$ cat src/rtl/alu_cmd_sequencer.sv
// alu_cmd_sequencer: command FIFO in front of the arithmetic unit. Commands are
// issued one at a time with a single-cycle enable strobe. The unit's result is
// captured in the single cycle it is valid and offered on a valid/ready port.
// Divide-by-zero commands never reach the unit; they are answered locally.
module alu_cmd_sequencer #(
  parameter int Operand_SIZE = 16,
  parameter int ALU_OUT      = 32,
  parameter int FIFO_DEPTH   = 4
) (
  input  logic                          CLK,
  input  logic                          RST,
  input  logic                          Cmd_Valid,
  output logic                          Cmd_Ready,
  input  logic [Operand_SIZE-1:0]       Cmd_A,
  input  logic [Operand_SIZE-1:0]       Cmd_B,
  input  logic [1:0]                    Cmd_FUN,
  output logic [Operand_SIZE-1:0]       A,
  output logic [Operand_SIZE-1:0]       B,
  output logic [1:0]                    ALU_FUN,
  output logic                          Arith_Enable,
  input  logic [ALU_OUT-1:0]            Arith_out,
  input  logic                          Carry_OUT,
  output logic                          Res_Valid,
  input  logic                          Res_Ready,
  output logic [ALU_OUT-1:0]            Res_Data,
  output logic                          Res_Carry,
  output logic [1:0]                    Res_FUN,
  output logic                          Res_DivZero,
  output logic [$clog2(FIFO_DEPTH):0]   Fifo_Count
);

  localparam int PW = $clog2(FIFO_DEPTH);
  localparam int CW = PW + 1;
  localparam int EW = 2 * Operand_SIZE + 2;
  localparam logic [CW-1:0] DEPTH_C = CW'(FIFO_DEPTH);
  localparam logic [CW-1:0] ONE_C   = CW'(1);

  typedef enum logic [1:0] {IDLE, ISSUE, WAIT, HOLD} state_t;

  state_t state, next_state;

  logic [EW-1:0] mem [FIFO_DEPTH];
  logic [PW-1:0] wr_ptr, rd_ptr;

  logic [EW-1:0]           head;
  logic [Operand_SIZE-1:0] head_a, head_b;
  logic [1:0]              head_fun;
  logic                    head_divz;
  logic                    fifo_empty;
  logic                    push, pop;
  logic                    issue, trap, capture, res_release;

  assign head      = mem[rd_ptr];
  assign head_a    = head[EW-1 -: Operand_SIZE];
  assign head_b    = head[Operand_SIZE+1 -: Operand_SIZE];
  assign head_fun  = head[1:0];
  assign head_divz = (head_fun == 2'b11) && (head_b == '0);

  assign fifo_empty = (Fifo_Count == '0);
  assign Cmd_Ready  = (Fifo_Count < DEPTH_C);
  assign push       = Cmd_Valid && Cmd_Ready;

  // State register.
  always_ff @(posedge CLK or posedge RST) begin
    if (RST) state <= IDLE;
    else     state <= next_state;
  end

  // Next-state logic; HOLD may go straight into the next command when the result is taken.
  always_comb begin
    next_state = state;
    case (state)
      IDLE:    if (pop) next_state = head_divz ? HOLD : ISSUE;
      ISSUE:   next_state = WAIT;
      WAIT:    next_state = HOLD;
      HOLD: begin
        if (Res_Ready) begin
          if (pop) next_state = head_divz ? HOLD : ISSUE;
          else     next_state = IDLE;
        end
      end
      default: next_state = IDLE;
    endcase
  end

  // Control decode: when to pop, issue, trap, capture and release the result.
  always_comb begin
    pop         = 1'b0;
    capture     = 1'b0;
    res_release = 1'b0;
    case (state)
      IDLE: pop = !fifo_empty;
      WAIT: capture = 1'b1;
      HOLD: begin
        res_release = Res_Ready;
        pop         = Res_Ready && !fifo_empty;
      end
      default: ;
    endcase
    issue = pop && !head_divz;
    trap  = pop && head_divz;
  end

  // FIFO storage is written only on an accepted push; contents need no reset.
  always_ff @(posedge CLK) begin
    if (push) mem[wr_ptr] <= {Cmd_A, Cmd_B, Cmd_FUN};
  end

  // FIFO pointers and occupancy; pointers wrap naturally at the power-of-two depth.
  always_ff @(posedge CLK or posedge RST) begin
    if (RST) begin
      wr_ptr     <= '0;
      rd_ptr     <= '0;
      Fifo_Count <= '0;
    end else begin
      if (push) wr_ptr <= wr_ptr + 1'b1;
      if (pop)  rd_ptr <= rd_ptr + 1'b1;
      case ({push, pop})
        2'b10:   Fifo_Count <= Fifo_Count + ONE_C;
        2'b01:   Fifo_Count <= Fifo_Count - ONE_C;
        default: Fifo_Count <= Fifo_Count;
      endcase
    end
  end

  // Operands and opcode change only at issue; the enable strobe lasts one cycle.
  always_ff @(posedge CLK or posedge RST) begin
    if (RST) begin
      A            <= '0;
      B            <= '0;
      ALU_FUN      <= '0;
      Arith_Enable <= 1'b0;
    end else begin
      Arith_Enable <= issue;
      if (issue) begin
        A       <= head_a;
        B       <= head_b;
        ALU_FUN <= head_fun;
      end
    end
  end

  // Result register: loaded on capture or trap, held until the next one.
  always_ff @(posedge CLK or posedge RST) begin
    if (RST) begin
      Res_Valid   <= 1'b0;
      Res_Data    <= '0;
      Res_Carry   <= 1'b0;
      Res_FUN     <= '0;
      Res_DivZero <= 1'b0;
    end else begin
      if (capture) begin
        Res_Valid   <= 1'b1;
        Res_Data    <= Arith_out;
        Res_Carry   <= Carry_OUT;
        Res_FUN     <= ALU_FUN;
        Res_DivZero <= 1'b0;
      end else if (trap) begin
        Res_Valid   <= 1'b1;
        Res_Data    <= '0;
        Res_Carry   <= 1'b0;
        Res_FUN     <= 2'b11;
        Res_DivZero <= 1'b1;
      end else if (res_release) begin
        Res_Valid   <= 1'b0;
      end
    end
  end

endmodule
$ cat config.mk
export PLATFORM = sky130hd
export DESIGN_NAME = alu_cmd_sequencer
export DESIGN_NICKNAME = d
export VERILOG_FILES = /design/src/rtl/alu_cmd_sequencer.sv
export SDC_FILE = /design/constraint.sdc
export NUM_CORES = 1
export LEC_CHECK = 0
export BUFFER_PORTS_ARGS = -buffer_cell sky130_fd_sc_hd__buf_4
export CAP_MARGIN = 30
export CORE_MARGIN = 2
export CORE_UTILIZATION = 30
export CTS_BUF_LIST = sky130_fd_sc_hd__clkbuf_16
export CTS_CLUSTER_SIZE = 8
export DETAILED_ROUTE_END_ITERATION = 6
export GPL_TIMING_DRIVEN = 0
export PLACE_DENSITY = 0.45
export SLEW_MARGIN = 5
export SYNTH_ARGS = -nofsm -noshare
export SYNTH_HDL_FRONTEND = slang
export SYNTH_SLANG_ARGS = --single-unit
export TNS_END_PERCENT = 1
$ cat constraint.sdc
create_clock -name CLK -period 3 [get_ports CLK]
set_input_delay 0.6 -clock CLK [delete_from_list [all_inputs] [get_ports CLK]]
set_output_delay 0.6 -clock CLK [all_outputs]
set_load 0.01 [all_outputs]
==> flow_summary_export.csv <==
group,metric,value,unit
run_status,outcome,"finished clean",
yosys,synth_mux_area_share,18.8,%
yosys,netlist_top_cells_area,"edfxtp_1, dfrtp_1, mux4_2, mux2_4, mux2i_1",
timing,max_freq,0.351,GHz
yosys,ff_latch_count_synth,217,
route,drt-initial-drc-count,200,
finish,n_antenna_cell,0,
yosys,postSynth.asyncResetShare,37.3,%
route,via_per_inst,4.36,
finish,layout-drive-gt1-share,42.3,%
floorplanning,floorplan.rows,61,
setup_path,worst_ep_required_time,3430,ps
timing,maxSlewViolCount,0,
route,post-route-drc-count,0,
yosys,ys_dominant_reg_cell,"edfxtp_1",
yosys,synth_xor_area_share,0.617,%
floorplanning,die_area,0.0298,sq mm
clocking,clk-insertion-delay-late,560,ps
clocking,clock-root-buffer,"clkbuf_16",
floorplanning,core_ar,0.0279,sq mm
yosys,yosys.area_share.simple,3.47,%
route,num_vias,4485,
timing,timing.clock.skew,13.2,ps
place,detailed_place_hpwl,12700,microns
yosys,synth-adder-area-share,1.56,%
global_routing,wire_length_of_the_first_global_routing_pass,29500,microns
yosys,synth_top_family_by_area,"multiplexers",
yosys,synth_top_area_share,47.9,%
route,drt_pass1_iterations,4,
clocking,clkSlewWorstSetupHoldPaths,50,ps
yosys,ys_seq_area_share,71.7,%
timing,final_min_period_over_clock_period,94.9,%
timing,rsz0062_at_grt,"no",
yosys,post_synthesis_mean_instance_area,19.2,sq um
timing,tightestPinTransition,801,ps
setup_path,cp_cell_sequence,"buf_6, buf_6, mux4_2, nor4_2, nand2_2, o21ai_4, buf_12, buf_12, mux2_4",
yosys,post_synthesis_net_count,524,
power_and_ir_drop,total_leakage_power,4.56,nW
finish,nets,711,
power_and_ir_drop,peakVddDrop,0.471,mV
route,drt-met1-wl,8240,microns
yosys,synth-warning-count,0,
timing,hold_viol_final,0,
route,top_layer_used,"met4",
route,antenna_violating_nets_post_route,0,
floorplanning,ios,147,
timing,setup_viol,0,
setup_path,cp_slowest_cell,"mux4_2",
timing,final.setup.tns,0,ps
timing,period_needed,2850,ps
flow_run,max_cap_viol_count,0,
yosys,synth_largest_area_cell,"edfxtp_1",
clocking,max-clock-path-buffers,3,
global_routing,total_global_route_track_usage,12.8,%
clocking,clock_net_sink_count,217,
power_and_ir_drop,power.density_cell_area,1080,mW/mm^2
setup_path,critPathKind,"register to register",
route,met2_length,8900,microns
timing,relSlewSlack,46.6,%
yosys,syn_area,0.00852,sq mm
clocking,cts_hold_buf,0,
floorplanning,die_h,173,microns
route,wl_per_cell,18.5,microns
place,count_of_buffers_inserted_at_the_top_level_ports,146,
timing,final.setup.worst_slack,154,ps
global_routing,antenna_found_initial,0,
global_routing,maximum_number_of_pins_on_one_net_before_global_route_repair,56,
yosys,synth_compound_area_share,1.42,%
place,globalplace.congestion,0.717,
worst_hold_path,hp-class,"primary input to async pin",
setup_path,arrival,3280,ps
clocking,cts_tree,"yes",
finish,syn2layout_area_growth,30.9,%
setup_path,max_stage_delay,560,ps
global_routing,grt_overflow,0,
global_routing,first_global_vias,4986,
setup_path,critPathLaunchType,"register",
floorplanning,chipWidth,173,microns
place,dpl_worst_slack,-535,ps
yosys,synth_enable_flop_cells,136,
floorplanning,floorplan.initialDensity,30.6,%
route,detailroute.wirelength.met3,1490,microns
yosys,synth_cell_types,37,
finish,count_of_filler_cells_inserted_in_the_layout,2562,
clocking,clock_tree.htree_level_count,1,
yosys,synth_cells,443,
clocking,cts_buffers,31,
route,totalWireLength,19100,microns
setup_path,critical_path.max_fanout,10,
setup_path,critical_path.endpoint_type,"register",
==> state kept, by name, summed over array words and instances (netlist names), 2 cells and up <==
signal      cells
A              16
ALU_FUN         2
B              16
Fifo_Count      3
Res_Data       32
Res_FUN         2
mem           136
rd_ptr          2
state           2
wr_ptr          2
==> Yosys cell counts (2+ instances only) <==
library cell	number
a211o_1	2
a21o_1	3
a21oi_1	3
a31oi_1	2
and2_1	7
buf_1	2
buf_12	3
buf_2	2
buf_6	5
clkbuf_1	7
dfrtp_1	81
edfxtp_1	136
ha_1	9
inv_1	13
mux2_2	5
mux2_4	29
mux2i_1	33
mux4_1	3
mux4_2	31
nand2_1	5
nor2_1	37
nor4_1	3
o21ai_0	4
xnor2_1	5
==> critical path: cells and delay by family (launching register included) <==
| family | cells | cell delay, ps |
|---|---|---|
| compound gates | 1 | 200 |
| buf+inv | 4 | 700 |
| flops | 1 | 330 |
| mux | 2 | 870 |
| simple gates | 2 | 600 |
==> kinds of logic after synthesis <==
logic type      count (synthesis)
flops                         217
mux                           101
buf+inv                        32
simple gates                   60
compound gates                 17
fa+ha+maj                      10
xor+xnor                        6
==> power by group <==
| part | internal [W] | leakage [nW] | switching, W |
|---|---|---|---|
| Sequential | 0.00405 | 2.19 | 0.000410 |
| Combinational | 0.00242 | 1.87 | 0.00206 |
| Clock | 0.00184 | 0.502 | 0.00124 |
==> path summary, 6_finish.rpt <==
check                            start             to  slack, ps  depth (start not counted)
setup / recovery             rd_ptr[0]          B[12]        150                          9
min in group CLK              Cmd_A[8]     mem[2][26]        240                          1
max in group asynchronous          RST          A[14]       2290                          3
hold reg to reg            Res_DivZero    Res_DivZero        480                          1
setup reg to reg             rd_ptr[0]          B[12]        150                          9
hold / removal                     RST  Fifo_Count[0]         80                          2
==> layer usage <==
metal  up-vias  global-route usage, %
met1      2237                   16.0
li1       2054                      -
met5         -                      0
met2       161                   21.3
met3        33                   4.53
met4         0                   3.31
==> layout by cell type, fill, tap and decap left out, drive strengths merged, types with 5 or more instances in the layout <==
master and n:
nand2 5, mux2 34, nor2 37, o21ai 5, dfrtp 81, inv 34
xnor2 5, ha 9, edfxtp 136, buf 166, clkbuf 38, mux4 34
mux2i 33, and2 7
==> final cells by class <==
type,count,area (sq um),area share [%]
flip-flops and latches,217,6110,54.8
multi-input cells,194,2220,19.9
repair buffers,154,1260,11.3
clock buffers,31,776,6.95
well taps,378,473,4.24
plain buffers,19,163,1.46
clock inverters,22,104,0.931
inverters,13,51.3,0.460
==> through the flow <==
step                      std cells  power, W  util, %  cell area [sq um]  hold slack [ps]
after floorplan                 443   0.00721        -               8520              521
after global placement          967   0.00883     36.2              10100              466
after detailed placement        972   0.00897     36.6              10200              480
after CTS                      1027    0.0122     40.0              11100             72.8
after global routing           1028    0.0127     40.0              11200             90.0
final                          1028    0.0120     40.0              11200             76.3
==> timing repair <==
item,CTS,global route
setup endpoints to repair,71,0
resized for setup,5,0
setup buffers,2,0
Power figures use the tool's default switching activity.
